$ cat config.mk
export PLATFORM = sky130hd
export DESIGN_NAME = timeout_multi
export DESIGN_NICKNAME = d
export VERILOG_FILES = /design/src/rtl/timeout_multi.sv
export SDC_FILE = /design/constraint.sdc
export NUM_CORES = 1
export LEC_CHECK = 0
export CAP_MARGIN = 25
export CORE_MARGIN = 2
export CORE_UTILIZATION = 56
export DETAILED_ROUTE_END_ITERATION = 7
export GPL_TIMING_DRIVEN = 0
export HOLD_SLACK_MARGIN = 0.05
export PLACE_DENSITY = 0.86
export SLEW_MARGIN = 20
export SYNTH_ARGS = -nofsm -noshare
export SYNTH_HDL_FRONTEND = slang
export SYNTH_SLANG_ARGS = --single-unit
$ cat constraint.sdc
create_clock -name clk_in -period 6.9 [get_ports clk_in]
set_clock_uncertainty 0.05 [all_clocks]
set_input_delay 0.69 -clock clk_in [delete_from_list [all_inputs] [get_ports clk_in]]
set_output_delay 0.69 -clock clk_in [all_outputs]
set_load 0.03 [all_outputs]
$ cat src/rtl/timeout_multi.sv
`default_nettype none
// ============================================================================
// Module   : timeout_multi
// Purpose  : Bank of independent countdown timers sharing one tick prescaler,
//            with one-shot / auto-reload modes and one-cycle expiry pulses.
// Revision : 1.0 - initial release
// ============================================================================
module timeout_multi #(
  parameter int CHANNELS       = 4,
  parameter int COUNTER_WIDTH  = 8,
  parameter int PRESCALE_WIDTH = 8
) (
  input  logic                              clk_in,
  input  logic                              reset_n,
  input  logic [PRESCALE_WIDTH-1:0]         prescale,
  input  logic [CHANNELS-1:0]               start,
  input  logic [CHANNELS-1:0]               cancel,
  input  logic [CHANNELS-1:0]               periodic,
  input  logic [CHANNELS*COUNTER_WIDTH-1:0] value,
  output logic [CHANNELS*COUNTER_WIDTH-1:0] counter,
  output logic [CHANNELS-1:0]               running,
  output logic [CHANNELS-1:0]               expired,
  output logic                              any_running
);

  localparam logic [COUNTER_WIDTH-1:0]  c_cnt_one = COUNTER_WIDTH'(1);
  localparam logic [PRESCALE_WIDTH-1:0] c_pre_one = PRESCALE_WIDTH'(1);

  logic [PRESCALE_WIDTH-1:0] r_pre_cnt;
  logic                      w_tick;

  // Using >= means a prescale drop below the current count ticks at once
  // instead of wrapping through the full range.
  assign w_tick = (r_pre_cnt >= prescale);

  always_ff @(posedge clk_in or negedge reset_n) begin
    if (!reset_n) begin
      r_pre_cnt <= '0;
    end else if (w_tick) begin
      r_pre_cnt <= '0;
    end else begin
      r_pre_cnt <= r_pre_cnt + c_pre_one;
    end
  end

  for (genvar i = 0; i < CHANNELS; i++) begin : g_ch
    logic [COUNTER_WIDTH-1:0] r_count;
    logic [COUNTER_WIDTH-1:0] r_reload;
    logic                     r_mode;
    logic                     r_start_q;
    logic                     r_expired;
    logic                     w_start_edge;
    logic [COUNTER_WIDTH-1:0] w_load;

    assign w_load       = value[i*COUNTER_WIDTH +: COUNTER_WIDTH];
    assign w_start_edge = start[i] & ~r_start_q;

    // Priority: cancel, start edge, tick decrement, hold.
    always_ff @(posedge clk_in or negedge reset_n) begin
      if (!reset_n) begin
        r_count   <= '0;
        r_reload  <= '0;
        r_mode    <= 1'b0;
        r_start_q <= 1'b0;
        r_expired <= 1'b0;
      end else begin
        r_start_q <= start[i];
        r_expired <= 1'b0;
        if (cancel[i]) begin
          r_count <= '0;
        end else if (w_start_edge) begin
          r_count  <= w_load;
          r_reload <= w_load;
          r_mode   <= periodic[i];
        end else if (w_tick && (r_count == c_cnt_one)) begin
          r_expired <= 1'b1;
          r_count   <= r_mode ? r_reload : '0;
        end else if (w_tick && (r_count > c_cnt_one)) begin
          r_count <= r_count - c_cnt_one;
        end
      end
    end

    assign counter[i*COUNTER_WIDTH +: COUNTER_WIDTH] = r_count;
    assign running[i] = |r_count;
    assign expired[i] = r_expired;
  end

  assign any_running = |running;

endmodule
`default_nettype wire

Yosys cells after proc, flatten, opt, wreduce, memory -nomap -nowiden:

Index checks and enable logic that the tools add are counted.

* memory bits (read-only): 0
* input bits: 54
* word-level logic and storage cells: 101
* bits in latches: 0
* memories: 0
* memory bits (writable): 0
* bits in registers: 84
* output and inout port bits: 41

* shift-type cells: 0
* mux-type cells: 33
* equality and inequality tests: 4
* div/mod/pow operators: 0
* reductions and logical operators: 21
* magnitude comparators: 5
* bitwise gates (word level): 12
* multipliers: 0
* add/sub/neg operators: 5

Operators with widths (number)
* $mux 8: 21
* $eq 8x1->1 const B: 4
* $gt 8x1->1 const B: 4
* $reduce_or 32->1: 1
* $reduce_or 8->1: 4
* $sub 8x1->8 const B: 4
* $reduce_bool 4->1: 4
* $mux 1: 12
* $add 8x1->8 const B: 1
* $ge 8x8->1: 1
* $logic_and 1x1->1: 8
* $not 1->1: 8
* $reduce_and 2->1: 4
* $and 1x1->1: 4

Depth between registers and ports, before layout:

Gate-level depths: netlist of the first run.

* depth after elaboration: 6
* gate-level depth with buffers: 10
* gate-level depth less buffers: 8

Worst setup path after synthesis of the first run:

OpenSTA, ideal clock, no wires.

* path type: reg2out
* start: register g_ch[3].r_count[4]
* end: output any_running
* path slack: 3.926 ns
* stages on the path, launching flop included: 5
* path buffers: 0
* data required time: 6.160 ns
* arrival: 2.234 ns
* cells stage by stage: dfrtp_1 or4_4 nor3_2 nand2_1 or4_1

* longest elaborated chain between the ends: 1

RTL lines
* start, declared: RTL line 47 `logic [COUNTER_WIDTH-1:0] r_count;`
* start signal, assigned: RTL line 72 `r_count <= w_load;`
* start signal, assigned: RTL line 77 `r_count <= r_mode ? r_reload : '0;`
* start signal, assigned: RTL line 79 `r_count <= r_count - c_cnt_one;`
* $reduce_or 32->1: RTL line 89 `assign any_running = |running;`
* end, declared: RTL line 23 `output logic any_running`

No other way between the ends.

Worst setup path in the final report of the first run:

Ends and elaborated chain as after synthesis.

==> flow_metrics.tcl, run 1 <==
set metrics [dict create \
    num_vias 4526 \
    maxCapViolCount 0 \
    seq_area_frac_synth_pct 43.9 \
    grt_pass1_wl_mm 20.1 \
    final-seq-area_sq_mm 0.00210 \
    fin_crit_ns 3.69 \
    first_pass_iters 8 \
    die_w_um 96.4 \
    row_count 33 \
    netlist_top_cells_area "dfrtp_1 44%, nand2_1 8.5%, ha_1 5.2%" \
    grt_setup_unrepaired "no" \
    n_antenna_cell 0 \
    portBuffers 94 \
    crit_chain "or4_4, nor3_2, nand2_1, or4_1, clkdlybuf4s50_1" \
    vias_per_cell 6.04 \
    wl_per_cell_um 16.8 \
    dp_cells 733 \
    dp_hpwl_mm 9.17 \
    synth_top_cell_by_area "dfrtp_1" \
    numClockSinks 84 \
    ys_warn_count 0 \
    finalNonFillerCells 749 \
    cp_num_buf_inv 1 \
    powerDensity_mw_per_mm2 333 \
    ant_nets 0 \
    gp_congestion 0.928 \
    die_area_sq_mm 0.00930 \
    insertion_delay_ns 0.36 \
    leakage_uw 0.00270 \
    worstPathRequired_ns 6.16 \
    hold_class "in2async" \
    die_h_um 96.4 \
    synth_top_area_share_pct 43.9 \
    layout_setup_ws_ns 3.21 \
    synth_edf_count 0 \
    place_ws_ns 3.54 \
    critPathMaxFanout 5 \
    drc 0 \
    synthesis.nets 607 \
    io_pins 95 \
    vdd_drop_max_v 0.000164 \
    final_cell_mix "108 x nand2_1, 93 x clkdlybuf4s50_1, 84 x dfrtp_1, 42 x nor2_1, 29 x a31oi_1" \
    synth_cell_types 59 \
    cts_root_buffer "clkbuf_8" \
    cts.clk_slew.worst_paths_ns 0.09 \
    synth_async_sr_flop_share_pct 100 \
    total_power_uw 2020 \
    relSlewSlack_pct 32.2 \
    tightest_slew_ns 1.02 \
    overflow 0 \
    drive_gt1_share_pct 8.70 \
    final_common_cell "nand2_1" \
    rrSetupSlack_ns 4.18 \
    postSynthCellCount 533 \
    end_kind "output pin" \
    slowest_stage "clkdlybuf4s50_1" \
    critPathKind "reg2out" \
    cts_tree "built" \
    worstSetupStartpointType "flop" \
    cts_resized 0 \
    fp.coreArea_sq_mm 0.00826 \
    status "completed" \
    area_growth_pct 27.2 \
    totalWireLength_mm 12.6 \
    finalSetupViolCount 0 \
    synthesis.area_sq_mm 0.00478 \
    multi_input_area_sq_mm 0.00244 \
    arrival_ns 2.95 \
    fin_crit_sh_pct 53.5 \
    grt_max_degree 53 \
    postCtsHoldBufs 0 \
    hold_viol_final 0 \
    drv_slew 0 \
    numCtsBuffers 9 \
    htreeDepth 3 \
    grt.total_usage_pct 28.1 \
    nets 713 \
    first_global_vias 4267 \
    start_util_pct 57.9 \
    setup_tns_ns 0 \
    clockBufferDepth 2 \
    synthFlopType "dfrtp_1" \
    fmax_mhz 271 \
    fin_util_pct 73.7 \
    crit_family "simple AND/OR/NAND/NOR gates" \
    ys_ff_latch 84 \
    fillers 645 \
    avgSynthCellArea_sq_um 8.98 \
    post_cts_buffers 0 \
    grt_antenna_before_repair 0 \
    max_stage_delay_ns 0.63 \
    drt_iter0_drc 290 \
]
-- power by group --
| group | total [uW] | internal (uW) | switching [uW] |
|---|---|---|---|
| sequential | 748 | 606 | 142 |
| combinational | 922 | 377 | 545 |
| clock | 355 | 169 | 186 |
-- layout make-up --
type                       instances  area share, %
buffer                            22           2.32
clock inverter                     7           1.21
clock buffer                       9           2.04
timing repair buffer              95           15.9
sequential                        84           34.5
inverter                          28           1.73
multi-input combinational        399           40.1
tap                              105           2.16
-- metal layers --
layer | share of wire [%] | global-route usage, % | up-vias
met3 | 6.2 | 3.03 | 28
met4 | 2.1 | 10.9 | 0
li1 | - | - | 2107
met1 | 43 | 38.3 | 2184
met2 | 49 | 46.5 | 207
met5 | 0 | 0 | -
-- sequential cells by signal, summed over array words and instances (netlist names) --
register / count
g_ch.r_start_q: 4
r_pre_cnt: 8
g_ch.r_mode: 4
g_ch.r_count: 32
g_ch.r_reload: 32
g_ch.r_expired: 4
-- cell families (layout without fill, tap and decap cells) --
logic type               Yosys count  after routing  synth area share (%)
XOR/XNOR                          24             24                  4.39
multiplexers                       7              7                  1.65
AO/OA/AOI/OAI                    120            120                  16.7
adder cells (fa/ha/maj)           20             20                  5.23
AND/OR/NAND/NOR                  228            228                  23.0
buffers and inverters             50            161                  5.15
flip-flops                        84             84                  43.9
-- synthesized netlist by cell type (all sizes together) (2+ instances only) --
cell type / number
o211ai: 4
a41oi: 4
a211oi: 5
o21a: 2
nor2: 42
nor3b: 4
a31oi: 29
a32oi: 2
and4: 5
a21oi: 27
ha: 20
o221ai: 7
clkinv: 2
buf: 15
nor3: 9
o31ai: 5
inv: 26
o211a: 2
mux2: 7
nor4: 6
nand2b: 4
and3b: 3
nand3b: 4
nand2: 108
or3: 3
o21ai: 20
nand4: 2
nand3: 15
clkbuf: 7
dfrtp: 84
or4: 8
a22oi: 3
xnor2: 13
and2: 5
and3: 7
xor2: 11
-- per-stage QoR --
step	hold slack (ns)	area, sq um
CTS	0.236	6080
global placement	0.401	5860
finish	0.229	6080
detailed placement	0.408	5880
floorplan	0.344	4780
global route	0.257	6080
-- worst paths after layout --
kind | end | from | cells past startpoint
setup / recovery | any_running | g_ch[3].r_count[4]$_DFFE_PN0P_ | 5
max in group asynchronous | g_ch[1].r_count[4]$_DFFE_PN0P_ | reset_n | 2
setup reg to reg | g_ch[1].r_count[6]$_DFFE_PN0P_ | r_pre_cnt[0]$_DFF_PN0_ | 9
hold reg to reg | g_ch[2].r_reload[7]$_DFFE_PN0P_ | g_ch[2].r_reload[7]$_DFFE_PN0P_ | 2
hold / removal | r_pre_cnt[4]$_DFF_PN0_ | reset_n | 1
min in group clk_in | g_ch[2].r_reload[7]$_DFFE_PN0P_ | g_ch[2].r_reload[7]$_DFFE_PN0P_ | 2
Power figures use the tool's default switching activity.
==> inputs of run 2 (changes only) <==
- CORE_UTILIZATION: 56 -> 52
- PLACE_DENSITY: 0.86 -> 0.8
- clock period: 6.9 -> 3.6 ns (I/O delays scaled with it)
==> flow_metrics.tcl, run 2 (synthesized netlist as in run 1, its figures left out) <==
set metrics [dict create \
    dpl-instance-area_sq_mm 0.00589 \
    first_global_vias 4469 \
    dp_hpwl_mm 9.05 \
    worstSetupStartpointType "flop" \
    n_antenna_cell 0 \
    finalSetupViolCount 0 \
    reg2reg_depth 9 \
    fin_crit_sh_pct 94.3 \
    io_pins 95 \
    num_vias 4452 \
    critPathMaxFanout 5 \
    portBuffers 94 \
    totalWireLength_mm 12.5 \
    relSlewSlack_pct 47.8 \
    powerDensity_mw_per_mm2 639 \
    status "completed" \
    layout_setup_ws_ns 0.206 \
    htreeDepth 3 \
    finalNonFillerCells 758 \
    fmax_mhz 295 \
    die_w_um 99.9 \
    die_h_um 99.9 \
    area_growth_pct 27.6 \
    vias_per_cell 5.87 \
    grt_antenna_before_repair 0 \
    grt.total_usage_pct 26.1 \
    arrival_ns 2.98 \
    grt_max_degree 45 \
    final_cell_mix "108 x nand2_1, 93 x clkdlybuf4s50_1, 84 x dfrtp_1, 42 x nor2_1, 29 x a31oi_1" \
    final_area_sq_mm 0.00611 \
    post_cts_buffers 0 \
    drc 0 \
    clockBufferDepth 2 \
    fin_crit_ns 3.39 \
    reg_top3 "g_ch.r_count (32), g_ch.r_reload (32), r_pre_cnt (8)" \
    dp_cells 740 \
    grt_pass1_wl_mm 21.0 \
    fin_util_pct 67.4 \
    worstPathRequired_ns 3.19 \
    hold_class "reg2reg" \
    overflow 0 \
    first_pass_iters 6 \
    cts_root_buffer "clkbuf_8" \
    numCtsBuffers 9 \
    drive_gt1_share_pct 8.81 \
    row_count 35 \
    start_util_pct 52.8 \
    nets 716 \
    critPathKind "reg2out" \
    numClockSinks 84 \
    insertion_delay_ns 0.36 \
    final_common_cell "nand2_1" \
    end_kind "output pin" \
    fp.coreArea_sq_mm 0.00906 \
    drt_iter0_drc 305 \
    cts_resized 0 \
    place_ws_ns 0.606 \
    hold_viol_final 0 \
    whs_path_depth 2 \
    cts_tree "built" \
    tightest_slew_ns 0.783 \
    grt_setup_unrepaired "no" \
    fillers 754 \
    cts.clk_slew.worst_paths_ns 0.10 \
    wl_per_cell_um 16.5 \
    die_area_sq_mm 0.00998 \
    drv_slew 0 \
    maxCapViolCount 0 \
    gp_congestion 0.910 \
    vdd_drop_max_v 0.000314 \
    ant_nets 0 \
    leakage_uw 0.00271 \
]
-- run 2: changes by cell type in the layout (fill, tap and decap cells not counted) --
cell,delta
nor3b_2,-1
clkbuf_2,+1
buf_12,+1
nor3b_1,+1
buf_2,+1
dlygate4sd3_1,+1
buf_16,-1
clkinv_4,+1
clkinv_2,-2
inv_6,+1
-- run 2: routing by layer --
metal / share of wire (%) / up-vias / GRT usage [%]
met5: 0 / - / 0
met4: 1.4 / 0 / 8.11
met3: 6.9 / 19 / 3.20
met2: 49 / 178 / 43.9
met1: 43 / 2145 / 35.7
li1: - / 2110 / -
-- run 2: final cells by class --
type	instances	area, sq um	area share [%]
Sequential cell	84	2100	34.4
Timing Repair Buffer	98	978	16.0
Clock buffer	9	124	2.03
Multi-Input combinational cell	399	2440	39.9
Tap cell	111	139	2.27
Inverter	28	105	1.72
Buffer	22	141	2.32
Clock inverter	7	81.3	1.33
-- run 2: worst max-delay path: stages, from the launching register on --
cell and delay (ns):
dfrtp_1 0.46, or4_4 0.58, nor3_2 0.23, nand2_1 0.18, or4_1 0.52, clkdlybuf4s50_1 0.64
-- run 2: repair_timing --
action	in CTS	in global routing
hold endpoints to repair	40	0
hold buffers	1	0
endpoints found under the setup margin	0	0
-- run 2: path summary, 6_finish.rpt --
check,end,start,slack [ns]
max in group asynchronous,r_pre_cnt[7]$_DFF_PN0_,reset_n,2.41
worst max-delay path,any_running,g_ch[3].r_count[4]$_DFFE_PN0P_,0.21
worst min register to register,g_ch[2].r_reload[2]$_DFFE_PN0P_,g_ch[2].r_reload[2]$_DFFE_PN0P_,0.43
worst max register to register,g_ch[0].r_count[6]$_DFFE_PN0P_,r_pre_cnt[0]$_DFF_PN0_,0.89
min in group asynchronous,g_ch[1].r_reload[6]$_DFFE_PN0P_,reset_n,0.47
worst min-delay path,g_ch[2].r_reload[2]$_DFFE_PN0P_,g_ch[2].r_reload[2]$_DFFE_PN0P_,0.43
-- run 2: through the flow --
step                      setup TNS (ns)  hold slack, ns  power, uW
after floorplan                        0          0.0144       2540
final                                  0           0.431       3900
after global placement            -73.36           0.401       3130
after global routing                   0           0.431       4160
after detailed placement               0           0.330       3190
after CTS                              0           0.432       3900
-- run 2: power by group --
part / switching, uW / internal [uW] / total, uW
clock network: 375 / 330 / 706
logic: 1050 / 723 / 1770
registers: 267 / 1160 / 1430
total: 1690 / 2210 / 3900
